<file path="src/rtl/wb_port_arbiter.sv">
// Register-file write-port arbiter: debug wins outright, ALU and LSU share the port round-robin.
// The winning request is registered one cycle before it reaches the register file.
module wb_port_arbiter #(
  parameter int DW = 32,
  parameter int AW = 5
) (
  input  logic          clk,
  input  logic          rst,
  input  logic          wb_hold,
  input  logic          dbg_valid,
  output logic          dbg_ready,
  input  logic [AW-1:0] dbg_rd,
  input  logic [DW-1:0] dbg_data,
  input  logic          alu_valid,
  output logic          alu_ready,
  input  logic [AW-1:0] alu_rd,
  input  logic [DW-1:0] alu_data,
  input  logic          lsu_valid,
  output logic          lsu_ready,
  input  logic [AW-1:0] lsu_rd,
  input  logic [DW-1:0] lsu_data,
  output logic          rf_wen,
  output logic [AW-1:0] rf_waddr,
  output logic [DW-1:0] rf_wdata,
  output logic          rr_prio_lsu
);

  logic          any_xfer;
  logic [AW-1:0] sel_rd;
  logic [DW-1:0] sel_data;

  // Each ready already implies its valid, so a ready is a transfer at the next edge.
  always_comb begin
    dbg_ready = 1'b0;
    alu_ready = 1'b0;
    lsu_ready = 1'b0;
    if (!rst && !wb_hold) begin
      if (dbg_valid) begin
        dbg_ready = 1'b1;
      end else if (alu_valid && lsu_valid) begin
        lsu_ready = rr_prio_lsu;
        alu_ready = !rr_prio_lsu;
      end else if (alu_valid) begin
        alu_ready = 1'b1;
      end else if (lsu_valid) begin
        lsu_ready = 1'b1;
      end
    end
  end

  assign any_xfer = dbg_ready | alu_ready | lsu_ready;

  always_comb begin
    sel_rd   = lsu_rd;
    sel_data = lsu_data;
    if (dbg_ready) begin
      sel_rd   = dbg_rd;
      sel_data = dbg_data;
    end else if (alu_ready) begin
      sel_rd   = alu_rd;
      sel_data = alu_data;
    end
  end

  // Writes to x0 still complete the handshake but never raise the write enable.
  always_ff @(posedge clk or posedge rst) begin
    if (rst) begin
      rf_wen      <= 1'b0;
      rf_waddr    <= '0;
      rf_wdata    <= '0;
      rr_prio_lsu <= 1'b0;
    end else begin
      rf_wen <= any_xfer && (sel_rd != '0);
      if (any_xfer) begin
        rf_waddr <= sel_rd;
        rf_wdata <= sel_data;
      end
      if (alu_ready) begin
        rr_prio_lsu <= 1'b1;
      end else if (lsu_ready) begin
        rr_prio_lsu <= 1'b0;
      end
    end
  end

endmodule

</file>
<file path="config.mk">
export PLATFORM = sky130hd
export DESIGN_NAME = wb_port_arbiter
export DESIGN_NICKNAME = d
export VERILOG_FILES = /design/src/rtl/wb_port_arbiter.sv
export SDC_FILE = /design/constraint.sdc
export NUM_CORES = 1
export LEC_CHECK = 0
export ABC_CLOCK_PERIOD_IN_PS = 1800
export CORE_MARGIN = 4
export CORE_UTILIZATION = 36
export CTS_BUF_LIST = sky130_fd_sc_hd__clkbuf_4
export CTS_CLUSTER_SIZE = 24
export DETAILED_ROUTE_END_ITERATION = 10
export MAX_ROUTING_LAYER = met4
export PLACE_DENSITY = 0.81
export SLEW_MARGIN = 40
export SYNTH_ARGS = -nofsm -noshare
export SYNTH_HDL_FRONTEND = slang
export SYNTH_SLANG_ARGS = --single-unit
</file>
<file path="constraint.sdc">
create_clock -name clk -period 1.8 [get_ports clk]
set_input_delay 0.18 -clock clk [delete_from_list [all_inputs] [get_ports clk]]
set_output_delay 0.18 -clock clk [all_outputs]
set_load 0.01 [all_outputs]
</file>
==> impl_results.md, run 1 <==
- Die width: 86.43 um
- Hpwl dp: 6353 um
- Largest net degree at the start of global routing: 37
- Ys async rst share: 100.0%
- Largest family of logic cells by synthesized area: compound AO/OA/AOI/OAI gates
- Total Power: 2.592 mW
- Vias in the first global route: 2,625
- DP Cell Count: 503
- Routed Antenna Nets: 0
- P_leak: 1.909 nW
- Area fraction in compound gates after synthesis: 33.62%
- Synth top cells by count: nand2_1, dfrtp_1, o21ai_0, a21o_1, a31oi_1
- DRT Pass-1 Iters: 4
- Number of flops mapped to enable cells by yosys: 0
- Setup_tns: 0 ns
- XOR/XNOR share of the synthesized area: 0%
- Grt total ovfl: 0
- Clock Sink Count: 39
- Seq cells post-synth: 39
- Yosys top cell by area: dfrtp_1
- Global Route met2 Usage: 37.27%
- Setup CP Type: primary input to flop
- Setup crit end kind: flop
- Min-delay worst type: primary input to asynchronous set/reset pin
- Finished Layout Cells: 512
- Starting DRT DRC Count: 76
- Syn avg cell area: 8.357 um^2
- Post-Synth Simple-Gate Area: 14.12%
- Max-cap violation count: 0
- Worst skew pair latency: 0.34 ns
- Core Region: 5956 um^2
- Vias: 2,663
- Crit path max fanout: 9
- Mapped Area: 2215 um^2
- Top-count cell post-synth: nand2_1
- Synth warn: 0
- Tcrit/Tclk final: 97.27%
- I/O Pins: 159
- Worst hold slack: 0.08317 ns
- Peak supply drop: 351.3 uV
- Hold-fix buffers at CTS: 0
- DRC violations left: 0
- Prevailing post-synth register cell: dfrtp_1
- H-tree depth: 2
- Final Max Slew Viols: 0
- Post-Synth Adder-Cell Area: 0%
- Finish-stage setup viols: 0
- Post-synthesis mux area share: 1.525%
- Clock Tree Buf Depth: 2
- CTS root buf: clkbuf_4
- Port-buffer cells: 158
- Clk slew on worst S/H paths: 0.11 ns
- Global routing's busiest layer: met2
- WL/cell: 15.73 um
- Routing usage on met1: 24.98%
- Initial core utilization: 37.18%
- Post-Synthesis Cells: 265
- Antenna violations before repair: 0
- Post-synth top area share: 44.07%
- Finished Core Util: 69.37%
- Syn_nets: 382
- Number of library cell types mapped by synthesis: 25
- Share of cells above drive strength 1: 11.21%
- Worst-margin pin slew: 0.3539 ns
- ANT cells: 0
- Total GRT Usage: 21.54%
- Synth top area cells: dfrtp_1, nand2_1, a21o_1
- Num CTS Buffers: 5
- Total Wirelength: 8055 um
- Hold Vio Cnt, Final: 0
- P per Cell Area: 627.5 nW/um^2
- Worst Skew: 0.008132 ns
- Max Fclk: 571.1 MHz
- First-pass GRT wire length: 12,340 um
- Routability congestion estimate: 0.7998
- Min cycle time layout: 1.751 ns
- CTS tree: built
- Die area: 7470 um^2
- Fin nets: 553
- Worst slew margin: 76.41%
- GR Util met3: 4.848%
- Worst EP arrival: 1.98 ns
- WP data required: 2.03 ns
- Die Y: 86.43 um
- P&R area growth vs syn: 86.55%
- Type of origin of the critical path: primary input
- Num rows: 28
- Status: finished, final reports clean
- Seq/Total Area, Yosys: 44.07%
- Vias/cell: 5.201
==> through the flow <==
stage	worst slack, ns	area [um^2]
6_report	0.04909	4131
5_1_grt	-0.004175	4131
4_1_cts	0.02278	4093
3_5_place_dp	-0.4042	4005
3_3_place_gp	-0.3971	4005
2_1_floorplan	0.1239	2215
==> power by group <==
part	switching [mW]	internal, mW	total [mW]
Sequential	0.0831	1.02	1.10
Clock	0.270	0.183	0.452
Combinational	0.383	0.653	1.04
==> worst paths after layout <==
path	cells after the start	to	startpoint	slack, ns
setup / recovery	8	rf_wdata[12]	alu_valid	0.05
hold / removal	4	rf_wdata[26]	rst	0.08
setup reg to reg	6	rf_wen	rr_prio_lsu	0.14
hold reg to reg	1	rf_wdata[27]	rf_wdata[27]	0.48
max in group asynchronous	4	rf_wdata[8]	rst	1.46
min in group clk	3	rr_prio_lsu	wb_hold	0.19
==> placed cells by master, fill, tap and decap left out, types with 2 or more instances in the layout <==
master / instances
dfrtp_1: 39
o21ai_0: 35
buf_12: 3
buf_4: 23
mux2_2: 2
a21o_1: 32
nand3_1: 2
a31oi_1: 32
o22ai_1: 4
clkbuf_4: 7
dlygate4sd2_1: 2
dlymetal6s2s_1: 3
nor2_1: 2
nand2_1: 70
inv_1: 4
buf_6: 2
a21oi_1: 3
clkdlybuf4s50_1: 152
==> logic make-up (layout without fill, tap and decap cells) <==
logic type / after synthesis / count (layout)
compound gates: 117 / 117
simple gates: 79 / 79
flops: 39 / 39
buf+inv: 27 / 199
mux: 3 / 3
==> per-layer routing <==
metal | routed length [um] | up-vias
met5 | 0 | -
met4 | 179 | 0
met2 | 4056 | 108
met1 | 3166 | 1245
li1 | - | 1293
met3 | 652 | 17
==> final cells by class <==
| cell class | instances | area [um^2] |
|---|---|---|
| Fill cell | 507 | 1824 |
| Timing Repair Buffer | 186 | 1837 |
| Inverter | 5 | 21.27 |
| Tap cell | 75 | 93.84 |
| Clock inverter | 1 | 5.005 |
| Clock buffer | 7 | 52.55 |
| Sequential cell | 39 | 975.9 |
| Multi-Input combinational cell | 199 | 1146 |
==> what timing repair did <==
action / CTS / global route
pin swaps: 2 / 2
setup buffers: 1 / 0
gates resized for setup: 14 / 10
setup endpoints to repair: 7 / 29
==> state kept, by name, indices dropped and copies added (netlist names) <==
name	count
rf_wen	1
rf_wdata	32
rf_waddr	5
rr_prio_lsu	1
==> worst max-delay path: stages <==
cell and delay, ns:
clkdlybuf4s50_1 0.48, or4b_4 0.48, a21o_4 0.22, buf_6 0.13, buf_4 0.16, nand2_2 0.07, a31oi_1 0.09, a21o_1 0.17
(Power assumes the default switching activity.)
==> run 2: changes to the inputs <==
- ABC_CLOCK_PERIOD_IN_PS: 1800 -> 2000
- CTS_CLUSTER_SIZE: 24 -> 8
- clock period: 1.8 -> 2 ns (I/O delays scaled with it)
==> impl_results.md, run 2 (synthesized netlist as in run 1, its figures left out) <==
- CTS root buf: clkbuf_4
- Slowest cell on the critical path: or4b_4
- Area of the multi-input gates: 1111 um^2
- Unrepaired setup endpoints after global routing: no
- Worst skew pair latency: 0.34 ns
- Num rows: 28
- Fin nets: 549
- Antenna violations before repair: 0
- Total Power: 2.296 mW
- I/O Pins: 159
- Share of cells above drive strength 1: 9.007%
- P_leak: 1.839 nW
- Vias in the first global route: 2,604
- Crit path max fanout: 4
- P per Cell Area: 570.8 nW/um^2
- Top reg by flops: rf_wdata
- CP top delay family: buffers and inverters
- Register area: 975.9 um^2
- Hold Vio Cnt, Final: 0
- Worst-margin pin slew: 0.2973 ns
- Die width: 86.43 um
- Die area: 7470 um^2
- Type of origin of the critical path: primary input
- Largest net degree at the start of global routing: 37
- Reg2reg start: rr_prio_lsu
- ANT cells: 0
- CTS tree: built
- Status: finished, final reports clean
- Vias: 2,625
- Worst EP arrival: 1.72 ns
- Most frequent cells in the layout: clkdlybuf4s50_1, nand2_1, dfrtp_1
- Worst hold slack: 0.3707 ns
- Peak supply drop: 272.7 uV
- Buf/Inv on CP: 3
- Clk slew on worst S/H paths: 0.12 ns
- CP cell instances: clkdlybuf4s50_1 -> or4b_4 -> a21o_1 -> inv_4 -> clkdlybuf4s15_1
- CP startpoint: rst
- First-pass GRT wire length: 12,180 um
- Core Region: 5956 um^2
- Top Registers: rf_wdata x32, rf_waddr x5
- DP Cell Count: 499
- Max Fclk: 520.8 MHz
- Total Wirelength: 7734 um
- Min cycle time layout: 1.920 ns
- Num CTS Buffers: 5
- P&R area growth vs syn: 81.64%
- DRT Pass-1 Iters: 4
- H-tree depth: 2
- Total GRT Usage: 21.02%
- Starting DRT DRC Count: 100
- Tcrit/Tclk final: 96.01%
- DRC violations left: 0
- Final Max Slew Viols: 0
- Finish-stage setup viols: 0
- Fillers: 536
- Finished Layout Cells: 508
- WP data required: 1.80 ns
- Die Y: 86.43 um
- Setup crit end kind: output port
- Min-delay worst type: primary input to asynchronous set/reset pin
- Routed Antenna Nets: 0
- Initial core utilization: 37.18%
- Routability congestion estimate: 0.7941
- Worst slack at placement: -0.2754 ns
- Grt total ovfl: 0
- Final setup margin: 0.07977 ns
- Finished Core Util: 67.54%
- WL/cell: 15.22 um
- CP peak stage delay: 0.56 ns
- Hpwl dp: 6215 um
- Worst slew margin: 80.12%
- Most common library cell in the layout ignoring fill and taps: clkdlybuf4s50_1
- Max-cap violation count: 0
- Clock Sink Count: 39
- Worst Skew: 0.01147 ns
- Port-buffer cells: 158
- Clock Tree Buf Depth: 2
- Setup CP Type: primary input to output port
- Vias/cell: 5.167
- Max reg flops: 32
==> run 2: repair_timing <==
| action | CTS | global route |
|---|---|---|
| gates resized for setup | 4 | 2 |
| hold buffers | 0 | 0 |
| pin swaps | 0 | 0 |
| setup buffers | 1 | 0 |
| setup endpoints to repair | 2 | 2 |
==> run 2: worst paths after layout <==
| kind | end | cells past startpoint | slack, ns |
|---|---|---|---|
| max | alu_ready | 5 | 0.08 |
| min | rr_prio_lsu | 4 | 0.37 |
| max reg2reg | rf_wen | 6 | 0.42 |
| min reg2reg | rf_wdata[10] | 1 | 0.49 |
| max in group asynchronous | rf_wdata[30] | 4 | 1.36 |
| min in group clk | rf_wdata[10] | 1 | 0.49 |
==> run 2: power breakdown <==
part / total [mW] / internal (mW) / switching, mW
clock network: 0.402 / 0.134 / 0.268
registers: 0.992 / 0.919 / 0.0730
logic: 0.902 / 0.570 / 0.332
total: 2.30 / 1.62 / 0.673
==> run 2: area by class of cell <==
| class | count | area share [%] |
|---|---|---|
| Clock buffer | 5 | 0.9331 |
| Clock inverter | 3 | 0.4977 |
| Inverter | 5 | 0.5288 |
| Multi-Input combinational cell | 199 | 27.62 |
| Sequential cell | 39 | 24.26 |
| Tap cell | 75 | 2.333 |
| Timing Repair Buffer | 182 | 43.83 |
==> run 2: routing by layer <==
metal | vias up | part of all wire, % | global-route usage (%)
met4 | 0 | 1.0 | 5.099
met2 | 96 | 51 | 35.88
met1 | 1238 | 41 | 25.33
li1 | 1283 | - | -
met3 | 8 | 7.7 | 4.563
met5 | - | 0 | -
==> run 2: per-stage QoR <==
stage                     setup TNS [ns]  instance area [um^2]
after floorplan                        0                  2215
after global placement            -5.267                  3950
after detailed placement          -7.065                  3950
after CTS                              0                  4019
after global routing                   0                  4023
final                                  0                  4023
==> run 2: worst reg2reg max path, cell delays in order (launching register included) <==
cell and delay [ns]:
dfrtp_1 0.45, a21boi_1 0.10, buf_4 0.16, o32a_1 0.28, nand2_1 0.08, o21ai_0 0.09, o41a_1 0.32
